## src/rtl/hazard_ctrl.sv

```systemverilog
// ============================================================================
// hazard_ctrl
// ----------------------------------------------------------------------------
// Pipeline hazard controller for the 5-stage core. It generates the stall and
// flush controls for the PC, IF/ID, ID/EX, EX/MEM and MEM/WB registers, and
// the EX-stage operand forwarding selects.
//
// Hazards handled, highest priority first:
//   1. Data-memory wait (MemReqM & ~MemReadyM, or still waiting in MEM_WAIT):
//      freeze PC..EX/MEM and bubble MEM/WB.
//   2. Taken branch / jump resolved in Execute (PCSrcE): flush IF/ID, ID/EX.
//   3. Load-use: hold PC and IF/ID for one cycle and bubble ID/EX.
// A watchdog bounds MEM_WAIT. After MEM_TIMEOUT consecutive MEM_WAIT cycles
// it sets the sticky MemErr flag and forces the FSM back to RUN.
//
// Parameters
//   LOAD_SRC     ResultSrc encoding that marks a load
//   MEM_TIMEOUT  MEM_WAIT cycles before the watchdog fires (1..65535)
//   CNT_W        performance counter width
//
// Ports
//   clk, rst                   clock, asynchronous active-high reset
//   Rs1D, Rs2D                 sources of the instruction in Decode
//   Rs1E, Rs2E                 sources of the instruction in Execute
//   RdE, RdM, RdW              destinations in Execute / Memory / Writeback
//   RegWriteE/M/W              destination write enables
//   ResultSrcE                 result select of the instruction in Execute
//   PCSrcE                     branch taken / jump in Execute
//   MemReqM, MemReadyM         data memory request / completion
//   StallF/D/E/M               hold PC, IF/ID, ID/EX, EX/MEM
//   FlushD/E/W                 bubble into IF/ID, ID/EX, MEM/WB
//   ForwardAE, ForwardBE       00 regfile, 01 from W, 10 from M
//   MemErr                     sticky watchdog flag
//   StallCnt/FlushCnt/WaitCnt  performance counters
//
// Build option
//   HAZARD_PERF_CNT_EN  when defined, the performance counters are built.
//                       Otherwise the counter outputs are tied to zero.
// ============================================================================
module hazard_ctrl #(
    parameter logic [1:0]  LOAD_SRC    = 2'b01,
    parameter int unsigned MEM_TIMEOUT = 255,
    parameter int unsigned CNT_W       = 32
) (
    input  logic             clk,
    input  logic             rst,
    input  logic [4:0]       Rs1D,
    input  logic [4:0]       Rs2D,
    input  logic [4:0]       Rs1E,
    input  logic [4:0]       Rs2E,
    input  logic [4:0]       RdE,
    input  logic [4:0]       RdM,
    input  logic [4:0]       RdW,
    input  logic             RegWriteE,
    input  logic             RegWriteM,
    input  logic             RegWriteW,
    input  logic [1:0]       ResultSrcE,
    input  logic             PCSrcE,
    input  logic             MemReqM,
    input  logic             MemReadyM,
    output logic             StallF,
    output logic             StallD,
    output logic             StallE,
    output logic             StallM,
    output logic             FlushD,
    output logic             FlushE,
    output logic             FlushW,
    output logic [1:0]       ForwardAE,
    output logic [1:0]       ForwardBE,
    output logic             MemErr,
    output logic [CNT_W-1:0] StallCnt,
    output logic [CNT_W-1:0] FlushCnt,
    output logic [CNT_W-1:0] WaitCnt
);

    typedef enum logic {
        RUN      = 1'b0,
        MEM_WAIT = 1'b1
    } state_t;

    localparam logic [15:0] WD_LAST = 16'(MEM_TIMEOUT - 1);

    state_t      state;
    state_t      state_nxt;
    logic [15:0] wd_cnt;

    logic miss;
    logic lu;
    logic wd_fire;
    logic mem_hold;
    logic br_flush;

    // Forwarding select for one EX operand. The M stage is younger, so it wins.
    function automatic logic [1:0] fwd_sel(
        input logic [4:0] rs,
        input logic       wr_m,
        input logic [4:0] rd_m,
        input logic       wr_w,
        input logic [4:0] rd_w
    );
        if (wr_m && (rd_m != 5'd0) && (rd_m == rs))
            return 2'b10;
        else if (wr_w && (rd_w != 5'd0) && (rd_w == rs))
            return 2'b01;
        else
            return 2'b00;
    endfunction

    // ------------------------------------------------------------------
    // Hazard detection
    // ------------------------------------------------------------------
    always_comb begin
        miss = MemReqM & ~MemReadyM;
        lu   = RegWriteE & (ResultSrcE == LOAD_SRC) & (RdE != 5'd0) &
               ((RdE == Rs1D) | (RdE == Rs2D));
        // This is the MEM_TIMEOUT-th MEM_WAIT cycle and memory is still busy.
        wd_fire  = (state == MEM_WAIT) & ~MemReadyM & (wd_cnt == WD_LAST);
        // Pipeline is frozen for memory this cycle. The watchdog cycle releases it.
        mem_hold = ((state == RUN) & miss) |
                   ((state == MEM_WAIT) & ~MemReadyM & ~wd_fire);
    end

    // ------------------------------------------------------------------
    // State register
    // ------------------------------------------------------------------
    always_ff @(posedge clk or posedge rst) begin
        if (rst)
            state <= RUN;
        else
            state <= state_nxt;
    end

    // ------------------------------------------------------------------
    // Next-state logic
    // ------------------------------------------------------------------
    always_comb begin
        state_nxt = state;
        unique case (state)
            RUN:      if (miss) state_nxt = MEM_WAIT;
            MEM_WAIT: if (MemReadyM || wd_fire) state_nxt = RUN;
            default:  state_nxt = RUN;
        endcase
    end

    // ------------------------------------------------------------------
    // Output logic. Every control output is forced low while rst is high.
    // ------------------------------------------------------------------
    always_comb begin
        StallF    = 1'b0;
        StallD    = 1'b0;
        StallE    = 1'b0;
        StallM    = 1'b0;
        FlushD    = 1'b0;
        FlushE    = 1'b0;
        FlushW    = 1'b0;
        ForwardAE = 2'b00;
        ForwardBE = 2'b00;
        br_flush  = 1'b0;
        if (!rst) begin
            if (mem_hold) begin
                // ID/EX is stalled, so a pending PCSrcE stays in Execute.
                // Its flush is issued on the exit cycle.
                StallF = 1'b1;
                StallD = 1'b1;
                StallE = 1'b1;
                StallM = 1'b1;
                FlushW = 1'b1;
            end else if (PCSrcE) begin
                // A dependent instruction in Decode is on the wrong path.
                // It is flushed, not stalled.
                FlushD   = 1'b1;
                FlushE   = 1'b1;
                br_flush = 1'b1;
            end else if (lu) begin
                StallF = 1'b1;
                StallD = 1'b1;
                FlushE = 1'b1;
            end
            ForwardAE = fwd_sel(Rs1E, RegWriteM, RdM, RegWriteW, RdW);
            ForwardBE = fwd_sel(Rs2E, RegWriteM, RdM, RegWriteW, RdW);
        end
    end

    // ------------------------------------------------------------------
    // Watchdog counter and sticky error flag
    // ------------------------------------------------------------------
    always_ff @(posedge clk or posedge rst) begin
        if (rst) begin
            wd_cnt <= '0;
            MemErr <= 1'b0;
        end else begin
            if ((state == MEM_WAIT) && (state_nxt == MEM_WAIT))
                wd_cnt <= wd_cnt + 16'd1;
            else
                wd_cnt <= '0;
            if (wd_fire)
                MemErr <= 1'b1;
        end
    end

    // ------------------------------------------------------------------
    // Performance counters
    // ------------------------------------------------------------------
`ifdef HAZARD_PERF_CNT_EN
    logic [CNT_W-1:0] stall_cnt_q;
    logic [CNT_W-1:0] flush_cnt_q;
    logic [CNT_W-1:0] wait_cnt_q;

    always_ff @(posedge clk or posedge rst) begin
        if (rst) begin
            stall_cnt_q <= '0;
            flush_cnt_q <= '0;
            wait_cnt_q  <= '0;
        end else begin
            if (StallF)
                stall_cnt_q <= stall_cnt_q + 1'b1;
            if (br_flush)
                flush_cnt_q <= flush_cnt_q + 1'b1;
            if (state == MEM_WAIT)
                wait_cnt_q <= wait_cnt_q + 1'b1;
        end
    end

    assign StallCnt = stall_cnt_q;
    assign FlushCnt = flush_cnt_q;
    assign WaitCnt  = wait_cnt_q;
`else
    assign StallCnt = '0;
    assign FlushCnt = '0;
    assign WaitCnt  = '0;
`endif

endmodule
```

## config.mk

```make
export PLATFORM = sky130hd
export DESIGN_NAME = hazard_ctrl
export DESIGN_NICKNAME = d
export VERILOG_FILES = /design/src/rtl/hazard_ctrl.sv
export SDC_FILE = /design/constraint.sdc
export NUM_CORES = 1
export LEC_CHECK = 0
export BUFFER_PORTS_ARGS = -buffer_cell sky130_fd_sc_hd__buf_2
export CAP_MARGIN = 25
export CORE_ASPECT_RATIO = 0.7
export CORE_MARGIN = 8
export CORE_UTILIZATION = 45
export CTS_CLUSTER_DIAMETER = 30
export DETAILED_ROUTE_END_ITERATION = 8
export PLACE_DENSITY_LB_ADDON = 0.3
export SLEW_MARGIN = 10
export SYNTH_ARGS = -nofsm -noshare
export SYNTH_HDL_FRONTEND = slang
export SYNTH_SLANG_ARGS = --single-unit
```

## constraint.sdc

```tcl
create_clock -name clk -period 3.4 [get_ports clk]
set_clock_uncertainty 0.05 [all_clocks]
set_input_delay 0.68 -clock clk [delete_from_list [all_inputs] [get_ports clk]]
set_output_delay 0.68 -clock clk [all_outputs]
set_load 0.01 [all_outputs]
```

Yosys cells after proc, flatten, opt, wreduce, memory -nomap -nowiden
Cells that the tools add are included.
{ "op_classes": {"addsub": 1, "n_mux": 22, "n_reduce_logical": 11, "eq_ne": 8, "bitwise_logic": 13} }
{ "ops": {"columns": ["cell", "n"], "rows": [
  ["equality test 5 bit", 6],
  ["adder 16 x 1 -> 16 bit (second input constant)", 1],
  ["equality test 16 x 8 -> 1 bit (second input constant)", 1],
  ["two-way mux 1 bit", 16],
  ["two-way mux 16 bit", 1],
  ["nonzero test 5 bit", 3],
  ["AND 1 bit", 8],
  ["two-way mux 2 bit", 4],
  ["logical AND 1 bit", 7],
  ["NOT 1 bit", 3],
  ["equality test 2 x 1 -> 1 bit (second input constant)", 1],
  ["bitwise OR 1 bit", 2],
  ["one-hot mux 1 bit (2 select lines)", 1],
  ["logical OR 1 bit", 1]
]} }
{ "totals": {"input_bits": 45, "regBits": 18, "output_inout_bits": 108} }

Logic depth before layout (Yosys ltp)
Gate-level depths: netlist (run 1).
{ "logic_depth": {"word_depth": 8, "ltp_mapped": 6, "ltp_nobuf": 5} }

Least setup slack after synthesis (run 1)
OpenSTA, ideal clock, no wires.
{ "synth_timing": {"path_type": "input port to output port", "start": "input port RdM[1]", "end": "output port ForwardAE[0]", "path_buffers": 0, "cell_stages": 4, "arrival_time_ns": 1.978, "setup_slack_ns": 0.692, "path_cell_list": "or4_1 o21ai_0 nor3_1 nor4_1"} }
{ "synth_between": {"elab_chain_len": 5} }
{ "synth_lines": {"columns": ["item", "line", "text"], "rows": [
  ["from (decl)", "52", "input logic [4:0] RdM,"],
  ["nonzero test 5 bit", "101", "if (wr_m && (rd_m != 5'd0) && (rd_m == rs))"],
  ["logical AND 1 bit", "101", null],
  ["logical AND 1 bit (*)", "101", null],
  ["two-way mux 2 bit (*)", "101", null],
  ["two-way mux 2 bit (*)", "159", "if (!rst) begin"],
  ["to (decl)", "68", "output logic [1:0] ForwardAE,"]
]} }
Every way passes the cells marked *; elsewhere a longest branch is shown, timed or not.

Final worst setup path (run 1)
Ends and elaborated chain as after synthesis.

==> impl_metrics.tcl, run 1 <==
set metrics [dict create \
    cts-resized-gates 0 \
    grt.busiest_layer "met2" \
    crit_arrival_ns 2.24 \
    hold_viol 0 \
    postCtsSetupBuffers 0 \
    multiInputGateArea_um2 1250 \
    antenna_left 0 \
    p_leak_nw 1.08 \
    worst_slew_pin_slew_ns 0.675 \
    synth_cell_types 33 \
    p_total_uw 522 \
    wl_per_cell_um 12.9 \
    timing.fmax_mhz 336 \
    required_ns 2.67 \
    min_period_ns 2.97 \
    reg2reg_from "wd_cnt[10]$_DFF_PP0_" \
    dp_cells 361 \
    mappedNetlistArea_um2 2110 \
    clkTransAtPathRegs_ns 0.07 \
    rr_endpoint "wd_cnt[5]$_DFF_PP0_" \
    drv_cap 0 \
    clock_path_buffers 2 \
    die_w_um 97.8 \
    layout.cells.non_filler 364 \
    dpl.hpwl_um 4150 \
    drt_iter0_drc 57 \
    hp-class "reg -> reg" \
    viasPerCell 4.24 \
    grt_start_max_net_pins 22 \
    cts_tree "yes" \
    start_util_pct 47.5 \
    n_fill_cell 464 \
    ioPinCount 153 \
    yosysTopAreaCellShare_pct 35.7 \
    critPathKind "in -> out" \
    critPathCaptureType "primary output" \
    gr-total-overflow 0 \
    yosysWarnings 0 \
    slew_viol_final 0 \
    synth_area_leaders "buf_4 36%, dfrtp_1 21%, xnor2_1 9.2%, xor2_1 8.7%, nor2_1 4.5%" \
    crit_end "ForwardAE[0]" \
    vias 1543 \
    grt_pass1_vias 1632 \
    gp_congestion 0.904 \
    r2r_cells 4 \
    drt_pre_antenna_iters 4 \
    critPathLaunchType "input port" \
    syn_to_final_growth_pct 0 \
    ys_ff_latch 18 \
    rows 20 \
    root_buffer "clkbuf_8" \
    fin_nets 358 \
    status "finished clean" \
    core_region_area_um2 4430 \
    die-area_um2 7160 \
    ctsHoldBuffers 0 \
    yosysSeqAreaShare_pct 21.4 \
    place_ws_ns 0.437 \
    power_density_nw_per_um2 248 \
    grt_pass1_wl_um 7530 \
    irDropWorstVdd_v 0.000101 \
    finalCritPeriodShare_pct 87.4 \
    grt_antenna_before_repair 0 \
    setup_viol 0 \
    drive_above_1_share_pct 20.4 \
    rsz0062_at_grt "no" \
    track_usage_pct 12.5 \
    grt_use_met1_pct 14.3 \
    portBuffers 56 \
    cts_inserted_buffers 3 \
    use_met3_pct 5.62 \
    cp_max_fo 3 \
    die_h_um 73.2 \
    relSlewSlack_pct 55.0 \
    netlist_instances 255 \
    synth_top_area_cell "buf_4" \
    cts_num_sinks 18 \
    clk_latency_ns 0.25 \
    finalWirelength_um 4690 \
    fin_util_pct 47.5 \
    htree_levels 1 \
    drc_errors 0 \
    startpoint "RdM[1]" \
    setup_tns_ns 0 \
    diodes 0 \
    setup_slack_ns 0.428 \
    ff_latch_area_um2 450 \
    use_met2_pct 21.3 \
    r2r_slack_ns 1.32 \
    avgSynthCellArea_um2 8.26 \
]
==> registers in the layout (all words and copies together), names as in the netlist <==
name	count
wd_cnt	16
state	1
MemErr	1
==> worst min-delay path by stage <==
stage	end	slack [ns]	from	cells after the start
final	MemErr$_DFFE_PP0P_	0.42	MemErr$_DFFE_PP0P_	1
after global routing	MemErr$_DFFE_PP0P_	0.45	MemErr$_DFFE_PP0P_	1
after CTS	MemErr$_DFFE_PP0P_	0.44	MemErr$_DFFE_PP0P_	1
after detailed placement	MemErr$_DFFE_PP0P_	0.42	MemErr$_DFFE_PP0P_	1
after global placement	MemErr$_DFFE_PP0P_	0.39	MemErr$_DFFE_PP0P_	1
after floorplan	wd_cnt[0]$_DFF_PP0_	0.42	wd_cnt[0]$_DFF_PP0_	1
==> stage by stage <==
step,area (um2),hold WS (ns)
2_1_floorplan,2460,0.419
3_3_place_gp,2060,0.387
3_5_place_dp,2060,0.425
4_1_cts,2110,0.439
5_1_grt,2110,0.451
6_report,2110,0.424
==> critical path, cell delays in order <==
cell,delay (ns)
buf_2,0.12
or4_1,0.51
o21ai_0,0.31
nor3_1,0.11
nor4_1,0.32
buf_2,0.19
==> cells by family (layout without fill, tap and decap cells) <==
| kind of cell | Yosys count | in the layout | synth area share [%] |
|---|---|---|---|
| xor+xnor | 43 | 43 | 17.9 |
| other cells | 1 | 96 | 0.178 |
| simple gates | 76 | 76 | 18.8 |
| compound gates | 11 | 11 | 4.22 |
| buf+inv | 104 | 63 | 36.4 |
| flops | 18 | 18 | 21.4 |
| fa+ha+maj | 2 | 2 | 1.19 |
==> cell type report <==
cell class,count,area share [%]
clock buffer,3,1.96
inverter,3,0.535
multi-input combinational,228,59.2
sequential,18,21.4
tap,55,3.27
timing repair buffer,57,13.7
==> routing by layer <==
| metal | routed length [um] | vias up |
|---|---|---|
| li1 | - | 762 |
| met1 | 1950 | 702 |
| met2 | 2340 | 75 |
| met3 | 387 | 4 |
| met4 | 21 | 0 |
| met5 | 0 | - |
==> synth_stat cells <==
| master | n |
|---|---|
| a221oi_1 | 1 |
| o31a_1 | 1 |
| conb_1 | 1 |
| or3_1 | 2 |
| nor2b_1 | 2 |
| xnor2_1 | 22 |
| nor3_1 | 8 |
| or3_4 | 1 |
| nand3_1 | 9 |
| nor4bb_1 | 1 |
| a21o_1 | 1 |
| o21ai_2 | 1 |
| o41ai_1 | 1 |
| a21oi_1 | 1 |
| buf_4 | 100 |
| or4_1 | 1 |
| nand2_1 | 7 |
| a22o_1 | 2 |
| o21ai_0 | 1 |
| and4_1 | 3 |
| or3b_2 | 1 |
| clkbuf_1 | 1 |
| o311a_1 | 1 |
| nand3b_1 | 1 |
| inv_1 | 3 |
| and2_1 | 2 |
| nor4_1 | 7 |
| nor2_1 | 25 |
| ha_1 | 2 |
| xor2_1 | 21 |
| a41oi_1 | 1 |
| nand4_1 | 6 |
| dfrtp_1 | 18 |
==> layout by cell type (no fill, tap or decap), types with 2 or more instances in the layout <==
| cell | netlist | layout |
|---|---|---|
| xor2_1 | 21 | 21 |
| xnor2_1 | 22 | 22 |
| nor3_1 | 8 | 8 |
| nand2_1 | 7 | 7 |
| conb_1 | 1 | 96 |
| a22o_1 | 2 | 2 |
| nor4_1 | 7 | 7 |
| or3_1 | 2 | 2 |
| inv_1 | 3 | 3 |
| nand4_1 | 6 | 6 |
| nor2b_1 | 2 | 2 |
| and4_1 | 3 | 3 |
| clkbuf_8 | 0 | 3 |
| buf_2 | 0 | 56 |
| and2_1 | 2 | 2 |
| nand3_1 | 9 | 9 |
| ha_1 | 2 | 2 |
| nor2_1 | 25 | 25 |
| dfrtp_1 | 18 | 18 |
==> power by group <==
part	total, mW	switching, mW	internal, mW
combinational	0.156	0.106	0.0501
sequential	0.217	0.00136	0.216
clock	0.149	0.0698	0.0788
total	0.522	0.177	0.345
No activity file was read; power rests on OpenSTA's default activity.
==> run 2: changes to the inputs <==
==> constraint.sdc (replaced) <==
create_clock -name clk -period 3.4 [get_ports clk]
set_clock_uncertainty 0.05 [all_clocks]
set_input_delay 0.34 -clock clk [delete_from_list [all_inputs] [get_ports clk]]
set_output_delay 0.34 -clock clk [all_outputs]
set_load 0.01 [all_outputs]
==> impl_metrics.tcl, run 2 (same netlist as run 1, synthesis figures left out) <==
set metrics [dict create \
    worst_slew_pin_slew_ns 0.680 \
    status "finished clean" \
    critPathLaunchType "flip-flop" \
    critPathCaptureType "primary output" \
    cts-resized-gates 0 \
    rsz0062_at_grt "no" \
    largest-register "wd_cnt" \
    hold_viol 0 \
    die-area_um2 7160 \
    largest_reg_flops 16 \
    start_util_pct 47.5 \
    slew_viol_final 0 \
    vias 1558 \
    finalCritPeriodShare_pct 74.8 \
    portBuffers 56 \
    drc_errors 0 \
    grt_start_max_net_pins 23 \
    layout.cells.non_filler 364 \
    p_total_uw 520 \
    clock_path_buffers 2 \
    drive_above_1_share_pct 20.4 \
    grt_pass1_wl_um 7400 \
    antenna_left 0 \
    finalWirelength_um 4590 \
    fin_nets 358 \
    die_w_um 97.8 \
    gr-total-overflow 0 \
    irDropWorstVdd_v 0.000105 \
    drt_iter0_drc 63 \
    place_ws_ns 1.13 \
    grt_antenna_before_repair 0 \
    slowest_stage "dfrtp_1" \
    cts_inserted_buffers 3 \
    viasPerCell 4.28 \
    root_buffer "clkbuf_8" \
    layout_common_cells "96 x conb_1, 56 x buf_2, 25 x nor2_1" \
    wl_per_cell_um 12.6 \
    setup_viol 0 \
    layout.cells.most_common "conb_1" \
    setup_tns_ns 0 \
    cts_tree "yes" \
    dp_cells 361 \
    track_usage_pct 12.2 \
    cp_cell_sequence "or3_1, or3_4, o31a_1, a22o_1, buf_2" \
    grt_pass1_vias 1569 \
    required_ns 3.01 \
    drv_cap 0 \
    largestRegisters "wd_cnt x16, MemErr x1, state x1" \
    core_region_area_um2 4430 \
    critPathKind "reg -> out" \
    cts_num_sinks 18 \
    die_h_um 73.2 \
    postCtsSetupBuffers 0 \
    relSlewSlack_pct 54.7 \
    p_leak_nw 1.08 \
    clkTransAtPathRegs_ns 0.07 \
    fin_util_pct 47.5 \
    dpl.hpwl_um 4060 \
    diodes 0 \
    drt_pre_antenna_iters 4 \
    htree_levels 1 \
    setup_slack_ns 0.858 \
    ctsHoldBuffers 0 \
    crit_arrival_ns 2.15 \
    critPathMaxStageDelay_ns 0.42 \
    gp_congestion 0.826 \
    hp-class "in -> async" \
    min_period_ns 2.54 \
    timing.fmax_mhz 393 \
    ioPinCount 153 \
    rows 20 \
    clk_latency_ns 0.25 \
    cp_max_fo 5 \
    syn_to_final_growth_pct 0 \
    power_density_nw_per_um2 247 \
]
[run 2: worst max-delay path, delay by kind of cell (launching register included)]
| family | cells | cell delay [ns] |
|---|---|---|
| flip-flops | 1 | 0.42 |
| buffers and inverters | 1 | 0.14 |
| AND/OR/NAND/NOR | 2 | 0.78 |
| AO/OA/AOI/OAI | 2 | 0.55 |
[run 2: area by class of cell]
class                           instances  area (um2)
Sequential cell                        18         450
Multi-Input combinational cell        228        1250
Timing Repair Buffer                   57         288
Inverter                                3        11.3
Clock buffer                            3        41.3
Tap cell                               55        68.8
Fill cell                             443        2320
[run 2: path summary, 6_finish.rpt]
kind                                      start                   end  slack, ns  depth (start not counted)
max                        wd_cnt[11]$_DFF_PP0_                StallF       0.86                          5
min                                         rst   wd_cnt[0]$_DFF_PP0_       0.08                          3
max reg2reg                wd_cnt[11]$_DFF_PP0_  wd_cnt[14]$_DFF_PP0_       1.33                          4
min reg2reg                  MemErr$_DFFE_PP0P_    MemErr$_DFFE_PP0P_       0.42                          1
max in group asynchronous                   rst       state$_DFF_PP0_       3.01                          3
min in group clk                      MemReadyM    MemErr$_DFFE_PP0P_       0.36                          3
[run 2: through the flow]
stage | area [um2] | hold WS, ns
after global routing | 2110 | 0.127
final | 2110 | 0.0830
after global placement | 2060 | 0.367
after detailed placement | 2060 | 0.369
after CTS | 2110 | 0.0961
after floorplan | 2460 | 0.256
[run 2: report_power, final]
part / switching, mW / internal [mW] / total, mW
Clock: 0.0680 / 0.0787 / 0.147
Sequential: 0.00150 / 0.216 / 0.217
Combinational: 0.106 / 0.0501 / 0.156
[run 2: per-layer routing]
| metal | global-route usage [%] | up-vias | share of wire (%) |
|---|---|---|---|
| li1 | - | 762 | - |
| met5 | 0 | - | 0 |
| met1 | 14.7 | 711 | 42 |
| met3 | 4.95 | 0 | 9.1 |
| met4 | 1.55 | 0 | 0 |
| met2 | 20.4 | 85 | 49 |
